## config.mk

```make
export PLATFORM = sky130hd
export DESIGN_NAME = apf_wishbone_burst_master
export DESIGN_NICKNAME = d
export VERILOG_FILES = /design/src/rtl/apf_wishbone_burst_master.sv
export SDC_FILE = /design/constraint.sdc
export NUM_CORES = 1
export LEC_CHECK = 0
export CAP_MARGIN = 5
export CORE_MARGIN = 2
export CORE_UTILIZATION = 28
export CTS_CLUSTER_SIZE = 20
export DETAILED_ROUTE_END_ITERATION = 8
export PLACE_DENSITY = 0.46
export SLEW_MARGIN = 25
export SYNTH_ARGS = -nofsm -noshare
export SYNTH_HDL_FRONTEND = slang
export SYNTH_SLANG_ARGS = --single-unit
```

## constraint.sdc

```tcl
create_clock -name clk_sys -period 24 [get_ports clk_sys]
set_clock_uncertainty 0.1 [all_clocks]
set_input_delay 4.8 -clock clk_sys [delete_from_list [all_inputs] [get_ports clk_sys]]
set_output_delay 4.8 -clock clk_sys [all_outputs]
set_load 0.05 [all_outputs]
```

## src/rtl/apf_wishbone_burst_master.sv

```systemverilog
// Request-FIFO-fed Wishbone B4 master: single reads, coalesced incrementing write bursts, err/timeout handling.
// Optional define APF_WB_BYTESWAP_EN adds endian_little and byte reversal of write and read data.
module apf_wishbone_burst_master #(
   parameter int unsigned ADDR_W     = 30,
   parameter int unsigned DATA_W     = 32,
   parameter int unsigned FIFO_DEPTH = 8,
   parameter int unsigned MAX_BURST  = 4,
   parameter int unsigned TIMEOUT    = 255
) (
   input  logic                clk_sys,
   input  logic                reset_n,
`ifdef APF_WB_BYTESWAP_EN
   input  logic                endian_little,
`endif
   input  logic                req_valid,
   output logic                req_ready,
   input  logic                req_we,
   input  logic [ADDR_W-1:0]   req_addr,
   input  logic [DATA_W-1:0]   req_data,
   input  logic [ADDR_W-1:0]   base_addr,
   output logic                rsp_valid,
   output logic [DATA_W-1:0]   rsp_data,
   output logic                rsp_err,
   output logic                wr_err,
   input  logic                wr_err_clr,
   output logic                busy,
   output logic [ADDR_W-1:0]   adr,
   output logic [DATA_W-1:0]   dat_w,
   output logic [DATA_W/8-1:0] sel,
   output logic                cyc,
   output logic                stb,
   output logic                we,
   output logic [2:0]          cti,
   output logic [1:0]          bte,
   input  logic                ack,
   input  logic                err,
   input  logic [DATA_W-1:0]   dat_r
);

   localparam int unsigned SEL_W  = DATA_W / 8;
   localparam int unsigned PTR_W  = $clog2(FIFO_DEPTH);
   localparam int unsigned CNT_W  = PTR_W + 1;
   localparam int unsigned BEAT_W = (MAX_BURST > 1) ? $clog2(MAX_BURST) : 1;
   localparam int unsigned TMO_W  = (TIMEOUT > 1) ? $clog2(TIMEOUT + 1) : 1;

   localparam logic [0:0] S_IDLE   = 1'b0;
   localparam logic [0:0] S_ACTIVE = 1'b1;

   localparam logic [2:0] CTI_CLASSIC = 3'b000;
   localparam logic [2:0] CTI_INC     = 3'b010;
   localparam logic [2:0] CTI_END     = 3'b111;

   logic              fifo_we   [FIFO_DEPTH];
   logic [ADDR_W-1:0] fifo_addr [FIFO_DEPTH];
   logic [DATA_W-1:0] fifo_data [FIFO_DEPTH];

   logic [PTR_W-1:0]  wr_ptr, rd_ptr, ptr1, ptr2;
   logic [CNT_W-1:0]  count, count_nxt;
   logic              push, pop, fifo_empty;
   logic [DATA_W-1:0] push_data, rx_data;

   logic [0:0]        state, state_nxt;
   logic              cyc_nxt, stb_nxt, we_nxt;
   logic [ADDR_W-1:0] adr_nxt;
   logic [DATA_W-1:0] dat_w_nxt;
   logic [2:0]        cti_nxt;
   logic [BEAT_W-1:0] beat, beat_nxt;
   logic [TMO_W-1:0]  tmo_cnt, tmo_nxt;
   logic              rsp_valid_nxt, rsp_err_nxt, wr_err_set;
   logic [DATA_W-1:0] rsp_data_nxt;
   logic              term, bus_err, tmo_hit, fail;

`ifdef APF_WB_BYTESWAP_EN
   function automatic logic [DATA_W-1:0] byte_rev(input logic [DATA_W-1:0] d);
      logic [DATA_W-1:0] r;
      r = '0;
      for (int i = 0; i < int'(SEL_W); i++) r[8*i +: 8] = d[DATA_W-8-8*i +: 8];
      return r;
   endfunction

   assign push_data = endian_little ? req_data : byte_rev(req_data);
   assign rx_data   = endian_little ? dat_r : byte_rev(dat_r);
`else
   assign push_data = req_data;
   assign rx_data   = dat_r;
`endif

   // Burst continues only into an already-queued sequential write, within the beat limit.
   function automatic logic [2:0] pick_cti(input logic              we_a,
                                           input logic [ADDR_W-1:0] addr_a,
                                           input logic              have_b,
                                           input logic              we_b,
                                           input logic [ADDR_W-1:0] addr_b,
                                           input logic [BEAT_W-1:0] idx);
      if (we_a && have_b && we_b && (addr_b == addr_a + ADDR_W'(1)) &&
          (32'(idx) + 32'd1 < MAX_BURST))
         return CTI_INC;
      else if (idx != '0)
         return CTI_END;
      return CTI_CLASSIC;
   endfunction

   assign sel        = {SEL_W{1'b1}};
   assign bte        = 2'b00;
   assign push       = req_valid && req_ready;
   assign fifo_empty = (count == '0);
   assign ptr1       = rd_ptr + PTR_W'(1);
   assign ptr2       = rd_ptr + PTR_W'(2);

   assign term    = stb && (ack || err);
   assign bus_err = stb && err;
   assign tmo_hit = stb && !ack && !err && (TIMEOUT != 0) && (tmo_cnt == TMO_W'(TIMEOUT - 1));
   assign fail    = bus_err || tmo_hit;

   // Request FIFO storage
   always_ff @(posedge clk_sys) begin
      if (push) begin
         fifo_we[wr_ptr]   <= req_we;
         fifo_addr[wr_ptr] <= req_addr;
         fifo_data[wr_ptr] <= push_data;
      end
   end

   always_comb begin
      count_nxt = count;
      if (push && !pop)
         count_nxt = count + CNT_W'(1);
      else if (!push && pop)
         count_nxt = count - CNT_W'(1);
   end

   always_ff @(posedge clk_sys or negedge reset_n) begin
      if (!reset_n) begin
         wr_ptr    <= '0;
         rd_ptr    <= '0;
         count     <= '0;
         req_ready <= 1'b1;
         busy      <= 1'b0;
      end else begin
         if (push) wr_ptr <= wr_ptr + PTR_W'(1);
         if (pop)  rd_ptr <= rd_ptr + PTR_W'(1);
         count     <= count_nxt;
         req_ready <= (count_nxt != CNT_W'(FIFO_DEPTH));
         busy      <= cyc_nxt || (count_nxt != '0);
      end
   end

   always_ff @(posedge clk_sys or negedge reset_n) begin
      if (!reset_n) state <= S_IDLE;
      else          state <= state_nxt;
   end

   // Next-state, bus and response decode
   always_comb begin
      state_nxt     = state;
      cyc_nxt       = cyc;
      stb_nxt       = stb;
      we_nxt        = we;
      adr_nxt       = adr;
      dat_w_nxt     = dat_w;
      cti_nxt       = cti;
      beat_nxt      = beat;
      tmo_nxt       = tmo_cnt;
      pop           = 1'b0;
      rsp_valid_nxt = 1'b0;
      rsp_data_nxt  = rsp_data;
      rsp_err_nxt   = rsp_err;
      wr_err_set    = 1'b0;
      case (state)
         S_IDLE: begin
            if (!fifo_empty) begin
               state_nxt = S_ACTIVE;
               cyc_nxt   = 1'b1;
               stb_nxt   = 1'b1;
               we_nxt    = fifo_we[rd_ptr];
               adr_nxt   = fifo_addr[rd_ptr] + base_addr;
               dat_w_nxt = fifo_data[rd_ptr];
               cti_nxt   = pick_cti(fifo_we[rd_ptr], fifo_addr[rd_ptr], count >= CNT_W'(2),
                                    fifo_we[ptr1], fifo_addr[ptr1], '0);
               beat_nxt  = '0;
               tmo_nxt   = '0;
            end
         end
         default: begin
            tmo_nxt = tmo_cnt + TMO_W'(1);
            if (term || tmo_hit) begin
               pop = 1'b1;
               if (!we) begin
                  rsp_valid_nxt = 1'b1;
                  rsp_data_nxt  = rx_data;
                  rsp_err_nxt   = fail;
               end else if (fail) begin
                  wr_err_set = 1'b1;
               end
               if ((cti == CTI_INC) && !fail) begin
                  adr_nxt   = adr + ADDR_W'(1);
                  dat_w_nxt = fifo_data[ptr1];
                  cti_nxt   = pick_cti(fifo_we[ptr1], fifo_addr[ptr1], count >= CNT_W'(3),
                                       fifo_we[ptr2], fifo_addr[ptr2], beat + BEAT_W'(1));
                  beat_nxt  = beat + BEAT_W'(1);
                  tmo_nxt   = '0;
               end else begin
                  state_nxt = S_IDLE;
                  cyc_nxt   = 1'b0;
                  stb_nxt   = 1'b0;
                  we_nxt    = 1'b0;
                  cti_nxt   = CTI_CLASSIC;
               end
            end
         end
      endcase
   end

   always_ff @(posedge clk_sys or negedge reset_n) begin
      if (!reset_n) begin
         cyc     <= 1'b0;
         stb     <= 1'b0;
         we      <= 1'b0;
         adr     <= '0;
         dat_w   <= '0;
         cti     <= CTI_CLASSIC;
         beat    <= '0;
         tmo_cnt <= '0;
      end else begin
         cyc     <= cyc_nxt;
         stb     <= stb_nxt;
         we      <= we_nxt;
         adr     <= adr_nxt;
         dat_w   <= dat_w_nxt;
         cti     <= cti_nxt;
         beat    <= beat_nxt;
         tmo_cnt <= tmo_nxt;
      end
   end

   // Read response pulse and sticky write error (set beats clear)
   always_ff @(posedge clk_sys or negedge reset_n) begin
      if (!reset_n) begin
         rsp_valid <= 1'b0;
         rsp_data  <= '0;
         rsp_err   <= 1'b0;
         wr_err    <= 1'b0;
      end else begin
         rsp_valid <= rsp_valid_nxt;
         rsp_data  <= rsp_data_nxt;
         rsp_err   <= rsp_err_nxt;
         wr_err    <= wr_err_set || (wr_err && !wr_err_clr);
      end
   end

endmodule

```

Yosys cells after proc, flatten, opt, wreduce, memory -nomap -nowiden
Memories as Yosys holds them, arrays and structs flattened.
Index checks and enable logic that the tools add are counted.
{"block": "word_totals", "ff_bits": 126, "latchBits": 0, "mem_bits_rw": 504, "romBits": 0, "inputBits": 131, "out_inout_bits": 111, "wordCells": 141, "memories": 3}
{"name": "fifo_data", "words": 8, "word_bits": 32, "read_ports": 2, "rd_clocked_by_memory_dff": 0, "write_ports": 1, "line_no": "55", "source": "logic [DATA_W-1:0] fifo_data [FIFO_DEPTH];"}
{"name": "fifo_addr", "words": 8, "word_bits": 30, "read_ports": 3, "rd_clocked_by_memory_dff": 0, "write_ports": 1, "line_no": "54", "source": "logic [ADDR_W-1:0] fifo_addr [FIFO_DEPTH];"}
{"name": "fifo_we", "words": 8, "word_bits": 1, "read_ports": 3, "rd_clocked_by_memory_dff": 0, "write_ports": 1, "line_no": "53", "source": "logic fifo_we [FIFO_DEPTH];"}
{"block": "op_classes", "n_addsub": 12, "n_mul": 0, "div": 0, "magnitude_cmp": 3, "eq_ne": 9, "shift": 0, "mux": 60, "bitwise": 1, "reduce_logical": 35}
{"cell": "2-to-1 mux 32 bit", "n": 4}
{"cell": "2-to-1 mux 30 bit", "n": 4}
{"cell": "adder 30 x 1 -> 30 bit, second input constant", "n": 3}
{"cell": "equality test 30 bit", "n": 2}
{"cell": "2-to-1 mux 1 bit", "n": 33}
{"cell": "2-to-1 mux 8 bit", "n": 4}
{"cell": "adder 30 bit", "n": 1}
{"cell": "2-to-1 mux 3 bit", "n": 9}
{"cell": "logical AND 1 bit", "n": 17}
{"cell": "AND reduction 3 bit", "n": 3}
{"cell": "adder 8 x 1 -> 8 bit, second input constant", "n": 1}
{"cell": "equality test 8 bit, second input constant", "n": 1}
{"cell": ">= comparator 4 x 2 -> 1 bit, second input constant", "n": 2}
{"cell": "2-to-1 mux 2 bit", "n": 4}
{"cell": "2-to-1 mux 4 bit", "n": 2}
{"cell": "adder 3 x 1 -> 3 bit, second input constant", "n": 2}
{"cell": "logical NOT 1 bit", "n": 6}
{"cell": "!= test 2 x 1 -> 1 bit, second input constant", "n": 3}
{"cell": "logical OR 1 bit", "n": 5}
{"cell": "adder 4 x 1 -> 4 bit, second input constant", "n": 1}
{"cell": "logical NOT 4 bit", "n": 1}
{"cell": "!= test 4 bit, second input constant", "n": 1}
{"cell": "nonzero test 4 bit", "n": 1}
{"cell": "subtractor 4 x 1 -> 4 bit, second input constant", "n": 1}
{"cell": "9 further kinds", "n": 9}

Depth between registers and ports, before layout
Gate-level depths: netlist of run 1.
{"block": "logic_depth", "depth_word": 14, "depth_mapped": 21, "ltp_nobuf": 16}

Least setup slack after synthesis of run 1
Ideal clock, no wire load.
{"block": "synth_timing", "path_type": "input to register", "startpoint": "input req_valid", "endpoint": "memory fifo_addr[0][0] (enable)", "setup_ps": 640, "arrival_ps": 11097, "t_required_ps": 23260, "setup_slack_ps": 12163, "path_stages": 3, "n_path_buf": 1, "cell_sequence": "nand2_1 -> clkbuf_1 -> nor4_1"}
{"block": "synth_via", "elab_chain_cells": 3}
{"item": "start: declaration", "line_no": "15", "source": "input logic req_valid,"}
{"item": "logical AND 1 bit", "line_no": "105", "source": "assign push = req_valid && req_ready;"}
{"item": "2-to-1 mux 1 bit", "line_no": "117", "source": "if (push) begin"}
{"item": "2-to-1 mux 1 bit (not written as such)", "line_no": "119", "source": "fifo_addr[wr_ptr] <= req_addr;"}
{"item": "end: declaration", "line_no": "54"}
No other way between the ends.

Final worst setup path of run 1
{"block": "layout_timing", "startpoint": "input base_addr[0]", "endpoint": "register adr[26]"}
{"block": "layout_via", "elab_chain_cells": 3}
{"item": "start: declaration", "line_no": "20", "source": "input logic [ADDR_W-1:0] base_addr,"}
{"item": "adder 30 bit", "line_no": "176", "source": "adr_nxt = fifo_addr[rd_ptr] + base_addr;"}
{"item": "2-to-1 mux 30 bit", "line_no": "171", "source": "if (!fifo_empty) begin"}
{"item": "2-to-1 mux 30 bit", "line_no": "169", "source": "case (state)"}
{"item": "end signal: assignment", "line_no": "228", "source": "adr <= adr_nxt;"}
{"item": "end: declaration", "line_no": "27", "source": "output logic [ADDR_W-1:0] adr,"}
No other way between the ends. The select of a mux whose other input is x is not followed.
A chain may end at the register's enable or synchronous reset.

==> impl_metrics.env, run 1 <==
export IMPL_cts_buffer_depth=3
export IMPL_fmax_mhz=120
export IMPL_die_h_um=354
export IMPL_pin_count=242
export IMPL_p_per_area_mw_per_mm2=161
export IMPL_route_met2_wl_um=50600
export IMPL_crit_required_ps=24460
export IMPL_ant_nets=0
export IMPL_drive_above_1_share_pct=22.6
export IMPL_status="finished, final reports clean"
export IMPL_synth_fa_ha_area_share_pct=1.59
export IMPL_place_area_mm2=0.0383
export IMPL_place_gp_congestion=0.823
export IMPL_cts_setup_buffers=0
export IMPL_avgSynthCellArea_um2=14.8
export IMPL_synth_cell_type_count=83
export IMPL_cts_tree="yes"
export IMPL_fp_dieW_um=354
export IMPL_initial_core_util_pct=28.2
export IMPL_finalMaxSlewViolations=0
export IMPL_synth_top_family_by_area="multiplexers"
export IMPL_clkTransAtPathRegs_ps=60
export IMPL_critPathBufInv=2
export IMPL_yosysWarnings=0
export IMPL_fin_crit_ps=8330
export IMPL_nNetsFinal=2700
export IMPL_cts_repair_resize_count=0
export IMPL_dp_hpwl_um=67800
export IMPL_drc=0
export IMPL_gr_usage_all_layers_pct=16.2
export IMPL_h_tree_depth=3
export IMPL_power_leakage_uw=0.0139
export IMPL_rsz0062_at_grt="no"
export IMPL_fin_area_mm2=0.0410
export IMPL_portBuffers=235
export IMPL_min_period_over_period_pct=34.7
export IMPL_worstPathMaxFanout=5
export IMPL_cp_arrival_ps=8800
export IMPL_ys_seq_elements=629
export IMPL_setup_violations=0
export IMPL_dp_cells=4072
export IMPL_ys_flop_type="edfxtp_1"
export IMPL_synth_compound_area_share_pct=5.71
export IMPL_seq_area_frac_synth_pct=53.3
export IMPL_synth_area_mm2=0.0343
export IMPL_cts_root_buf="clkbuf_16"
export IMPL_syn_inst=2308
export IMPL_end_kind="flop"
export IMPL_grt_start_max_net_pins=112
export IMPL_layout_cells_non_filler=4216
export IMPL_finalSetupTns_ps=0
export IMPL_clk_insertion_delay_late_ps=660
export IMPL_cts_buffers=75
export IMPL_clkSinkCount=629
export IMPL_max_slew_margin_rel_pct=35.6
export IMPL_via_per_inst=5.20
export IMPL_vdd_ir_drop_max_mv=0.147
export IMPL_cp_slowest_cell="or4b_2"
export IMPL_wire_per_inst_um=24.4
export IMPL_core_area_mm2=0.122
export IMPL_grt_ovfl_total=0
export IMPL_firstDrtPassIters=5
export IMPL_cp_cell_sequence="clkdlybuf4s50_1 > ha_1 > inv_1 > fa_1 > nor2b_1 > o21ai_0 > a21boi_0 > o21bai_1 > a21oi_1 > o21ai_0 > a21oi_1 > o41ai_1 > o311a_1 > or4b_2 > nand3_1"
export IMPL_met3_length_um=5400
export IMPL_startpoint_type="input pin"
export IMPL_drv_cap=0
export IMPL_synthXorXnorAreaFrac_pct=3.14
export IMPL_highest_layer="met5"
export IMPL_first_global_vias=22349
export IMPL_grt_pass1_wl_um=152000
export IMPL_placementRows=128
export IMPL_synth_mux_area_share_pct=26.0
export IMPL_hold_path_class="reg2reg"
export IMPL_synth_edf_count=504
export IMPL_rrSetupSlack_ps=17130
export IMPL_critical_path_class="in2reg"
export IMPL_hold_slack_ps=378
export IMPL_final_util_pct=33.8
export IMPL_worst_slew_pin_transition_ps=966
export IMPL_antenna_found_initial=11
export IMPL_vias=21943
export IMPL_finalHoldViolations=0
export IMPL_synthToLayoutAreaGrowth_pct=19.8
export IMPL_synthArstFlopShare_pct=19.9
export IMPL_synthSimpleGateAreaFrac_pct=7.50
export IMPL_critical_path_top_delay_family="compound AO/OA/AOI/OAI gates"
export IMPL_die_area_mm2=0.125
export IMPL_holdBufCountCts=0
export IMPL_wl_um=103000
export IMPL_met1_length_um=45200
export IMPL_max_stage_delay_ps=630
export IMPL_drt_initial_drc_count=1620
[through the flow]
stage               setup slack (ps)  power [uW]
floorplan                      12160        4380
global placement               15050        5400
detailed placement             15080        5440
CTS                            15730        6670
global route                   15460        7020
finish                         15670        6600
[state kept, by name, summed over array words and instances (netlist names), 2 cells and up]
| register | flops |
|---|---|
| wr_ptr | 3 |
| fifo_we | 8 |
| beat | 2 |
| rsp_data | 32 |
| rd_ptr | 3 |
| tmo_cnt | 8 |
| cti | 2 |
| fifo_addr | 240 |
| fifo_data | 256 |
| dat_w | 32 |
| count | 4 |
| adr | 30 |
[cell families (layout without fill, tap and decap cells)]
group                      after synthesis  in the layout
muxes                                  484            484
buffers and inverters                  182            457
other                                    2             10
adders and majority gates               43             43
and+or+nand+nor                        541            541
AOI/OAI and AO/OA                      307            307
DFF                                    629            629
xor gates and xnor gates               120            120
[worst reg2reg max path, cell delays in order (launching register included)]
cell	delay, ps
dfrtp_4	750
ha_4	690
buf_12	410
buf_16	420
mux4_2	490
nand2_1	80
nand2_1	150
ha_1	270
inv_1	170
a221oi_2	630
nand3_1	430
nor3_1	260
o21ai_0	130
a2111oi_2	360
o2111ai_1	250
a2111oi_2	700
a21oi_1	300
o31ai_1	160
[layout by cell type (no fill, tap or decap), types with 12 or more instances in the layout]
| master | n |
|---|---|
| dfrtp_1 | 120 |
| a21oi_1 | 61 |
| mux2_2 | 84 |
| o221ai_1 | 14 |
| nand4_1 | 29 |
| buf_4 | 35 |
| nor3_1 | 35 |
| clkdlybuf4s50_1 | 234 |
| mux4_2 | 305 |
| and3_1 | 14 |
| a22oi_1 | 12 |
| clkbuf_16 | 76 |
| edfxtp_1 | 504 |
| mux2i_1 | 85 |
| nand2_1 | 205 |
| nor2_1 | 74 |
| xor2_1 | 49 |
| nand2b_1 | 12 |
| inv_1 | 42 |
| o21ai_0 | 115 |
| nand3_1 | 94 |
| a21o_1 | 15 |
| xnor2_1 | 69 |
| ha_1 | 41 |
[Yosys cell counts, drive strengths merged (12+ instances only)]
cell | n | share of area, %
edfxtp | 504 | 44
xor2 | 50 | 1.3
buf | 91 | 1.7
xnor2 | 70 | 1.8
nand3 | 95 | 1.4
a22oi | 12 | 0.26
a21oi | 62 | 0.91
nand4 | 29 | 0.53
mux4 | 314 | 21
o221ai | 14 | 0.36
nand2 | 205 | 2.2
inv | 43 | 0.47
mux2i | 85 | 2.5
o21ai | 116 | 1.7
a21o | 15 | 0.33
mux2 | 85 | 2.8
ha | 42 | 1.5
dfrtp | 124 | 9.1
nor3 | 39 | 0.57
nand2b | 12 | 0.22
nor2 | 77 | 0.84
and3 | 14 | 0.26
clkbuf | 48 | 0.53
[layer usage]
metal  vias up  GRT usage (%)
met2       609           27.3
met4        12           4.14
met3       121           2.98
met5         -              0
li1       9713              -
met1     11488           21.4
[report_power, final]
| part | switching (uW) | leakage, uW | internal, uW |
|---|---|---|---|
| clock network | 483 | 0.00129 | 725 |
| logic | 2200 | 0.00656 | 1600 |
| registers | 189 | 0.00604 | 1410 |
[worst paths after layout]
check                              from        end  depth (start not counted)
hold reg to reg               dat_w[18]  dat_w[18]                          2
min in group asynchronous       reset_n  dat_w[23]                          1
setup / recovery           base_addr[0]    adr[26]                         15
hold / removal                dat_w[18]  dat_w[18]                          2
setup reg to reg              rd_ptr[1]     cti[1]                         17
max in group asynchronous       reset_n  rd_ptr[0]                          2
[cell type report]
type	instances	area [um2]
diodes	4	10.0
inverters	43	161
repair buffers	276	2730
flip-flops and latches	629	18300
clock buffers	95	2050
clock inverters	43	606
well taps	1625	2030
fillers	11622	80500
multi-input cells	1501	15200
Note: power is estimated with default switching activity, not from simulation.
==> run 2, diff against run 1 <==
==> constraint.sdc (replaced) <==
create_clock -name clk_sys -period 8.25 [get_ports clk_sys]
set_clock_uncertainty 0.1 [all_clocks]
set_input_delay 1.65 -clock clk_sys [delete_from_list [all_inputs] [get_ports clk_sys]]
set_output_delay 1.65 -clock clk_sys [all_outputs]
set_load 0.05 [all_outputs]
==> run 2 against run 1 <==
Via count is 0.24% lower. Utilization stayed put. Flip-flop and latch count stayed put. Register-to-register slack worse by 15000 ps. First-iteration DRC count is 1.7% higher. Sequential share of layout area stayed put. Total power grew to 2.9 times the previous value. Combinational power grew to 2.9 times the previous value. Final area stayed put. Cell count hardly changed. Die area stayed put.
==> impl_metrics.env, run 2 (synthesized netlist as in run 1, its figures left out) <==
export IMPL_grt_use_met3_pct=3.18
export IMPL_cts_buffers=75
export IMPL_fmax_mhz=157
export IMPL_max_stage_delay_ps=800
export IMPL_wire_per_inst_um=24.4
export IMPL_mostFrequentLayoutCells="edfxtp_1 (504), mux4_2 (305), clkdlybuf4s50_1 (234)"
export IMPL_top_register="fifo_data"
export IMPL_critical_path_class="reg2reg"
export IMPL_grt_pass1_wl_um=152000
export IMPL_min_from="dat_w[22]"
export IMPL_cp_cell_sequence="buf_4 > buf_4 > mux4_2 > mux2i_1 > inv_1 > ha_1 > a21o_1 > a21o_1 > o21a_1 > o21a_1 > o21a_1 > nor3_1 > a21oi_1 > o41ai_1 > o311a_1 > nor4_1 > or3_1"
export IMPL_setup_violations=0
export IMPL_cp_slowest_cell="buf_4"
export IMPL_final_common_cell="edfxtp_1"
export IMPL_clkSinkCount=629
export IMPL_placementRows=128
export IMPL_top_regs="fifo_data x256, fifo_addr x240"
export IMPL_place_area_mm2=0.0384
export IMPL_status="finished, final reports clean"
export IMPL_end_kind="flop"
export IMPL_drive_above_1_share_pct=22.4
export IMPL_initial_core_util_pct=28.2
export IMPL_finalSetupTns_ps=0
export IMPL_hold_end="dat_w[22]"
export IMPL_wl_um=103000
export IMPL_firstDrtPassIters=5
export IMPL_pin_count=242
export IMPL_grt_start_max_net_pins=127
export IMPL_core_area_mm2=0.122
export IMPL_max_slew_margin_rel_pct=34.2
export IMPL_fin_area_mm2=0.0410
export IMPL_use_met2_pct=27.1
export IMPL_worst_slew_pin_transition_ps=986
export IMPL_nNetsFinal=2700
export IMPL_drt_initial_drc_count=1648
export IMPL_gr_usage_all_layers_pct=16.3
export IMPL_drv_cap=0
export IMPL_die_area_mm2=0.125
export IMPL_cts_buffer_depth=3
export IMPL_largest_reg_flops=256
export IMPL_crit_required_ps=8680
export IMPL_synthToLayoutAreaGrowth_pct=19.8
export IMPL_p_per_area_mw_per_mm2=470
export IMPL_whs_path_depth=2
export IMPL_vias=21890
export IMPL_first_global_vias=22511
export IMPL_die_h_um=354
export IMPL_worstPathMaxFanout=60
export IMPL_cts_tree="yes"
export IMPL_place_gp_congestion=0.863
export IMPL_cts_repair_resize_count=0
export IMPL_fin_crit_ps=6360
export IMPL_rrSetupSlack_ps=1890
export IMPL_dp_hpwl_um=68600
export IMPL_cts_root_buf="clkbuf_16"
export IMPL_finalMaxSlewViolations=0
export IMPL_reg2reg_from="rd_ptr[0]"
export IMPL_cts_setup_buffers=0
export IMPL_clk_insertion_delay_late_ps=660
export IMPL_power_leakage_uw=0.0139
export IMPL_vdd_ir_drop_max_mv=0.296
export IMPL_fp_dieW_um=354
export IMPL_clkTransAtPathRegs_ps=60
export IMPL_grt_ovfl_total=0
export IMPL_min_period_over_period_pct=77.1
export IMPL_ant_nets=0
export IMPL_cp_arrival_ps=6790
export IMPL_busiest_layer="met2"
export IMPL_rr_worst_depth=17
export IMPL_h_tree_depth=3
export IMPL_portBuffers=235
export IMPL_via_per_inst=5.19
export IMPL_setup_ws_ps=1890
export IMPL_crit_reg2reg_capture="adr[28]"
export IMPL_holdBufCountCts=0
export IMPL_power_uw=19300
export IMPL_startpoint_type="flop"
export IMPL_drc=0
export IMPL_rsz0062_at_grt="no"
export IMPL_cpMostUsedCell="o21a_1"
export IMPL_antenna_found_initial=11
export IMPL_grtUsageMet1_pct=21.4
export IMPL_dp_slack_ps=1890
export IMPL_finalHoldViolations=0
export IMPL_hold_path_class="reg2reg"
==> run 2: report_power, final <==
group	internal, uW	switching, uW	leakage, uW	total [uW]
Combinational	4640	6430	0.00656	11100
Sequential	4100	574	0.00604	4670
Clock	2140	1400	0.00129	3550
==> run 2: worst max-delay path, delay by kind of cell (launching register included) <==
family	cells	cell delay [ps]
mux	2	1110
compound gates	8	2090
fa+ha+maj	1	240
flops	1	710
buf+inv	3	1360
simple gates	3	580
==> run 2: worst max-delay path by stage <==
stage,startpoint,endpoint,slack [ps],depth (start not counted)
floorplan,req_valid,fifo_addr[2][0],1260,3
global placement,rd_ptr[1],cti[0],2030,13
detailed placement,rd_ptr[1],cti[0],1890,13
CTS,rd_ptr[1],cti[0],1860,13
global route,rd_ptr[0],adr[28],1490,17
finish,rd_ptr[0],adr[28],1890,17
==> run 2: per-stage QoR <==
step	utilization, %	hold WS, ps	cells
after detailed placement	31.6	371	4073
after floorplan	-	405	2312
after global routing	33.8	408	4216
after global placement	31.5	364	4072
final	33.8	380	4217
after CTS	33.7	381	4212
==> run 2: layout make-up <==
cell class              count  area (um2)
well taps                1625        2030
inverters                  43         161
fillers                 11573       80500
multi-input cells        1501       15200
repair buffers            276        2730
clock buffers              92        2020
flip-flops and latches    629       18300
diodes                      4        10.0
clock inverters            47         624
==> run 2: per-layer routing <==
layer  up-vias  part of all wire (%)
li1       9725                     -
met1     11311                    43
met2       697                    49
met3       147                   5.7
met4        10                   2.3
met5         -                 0.056
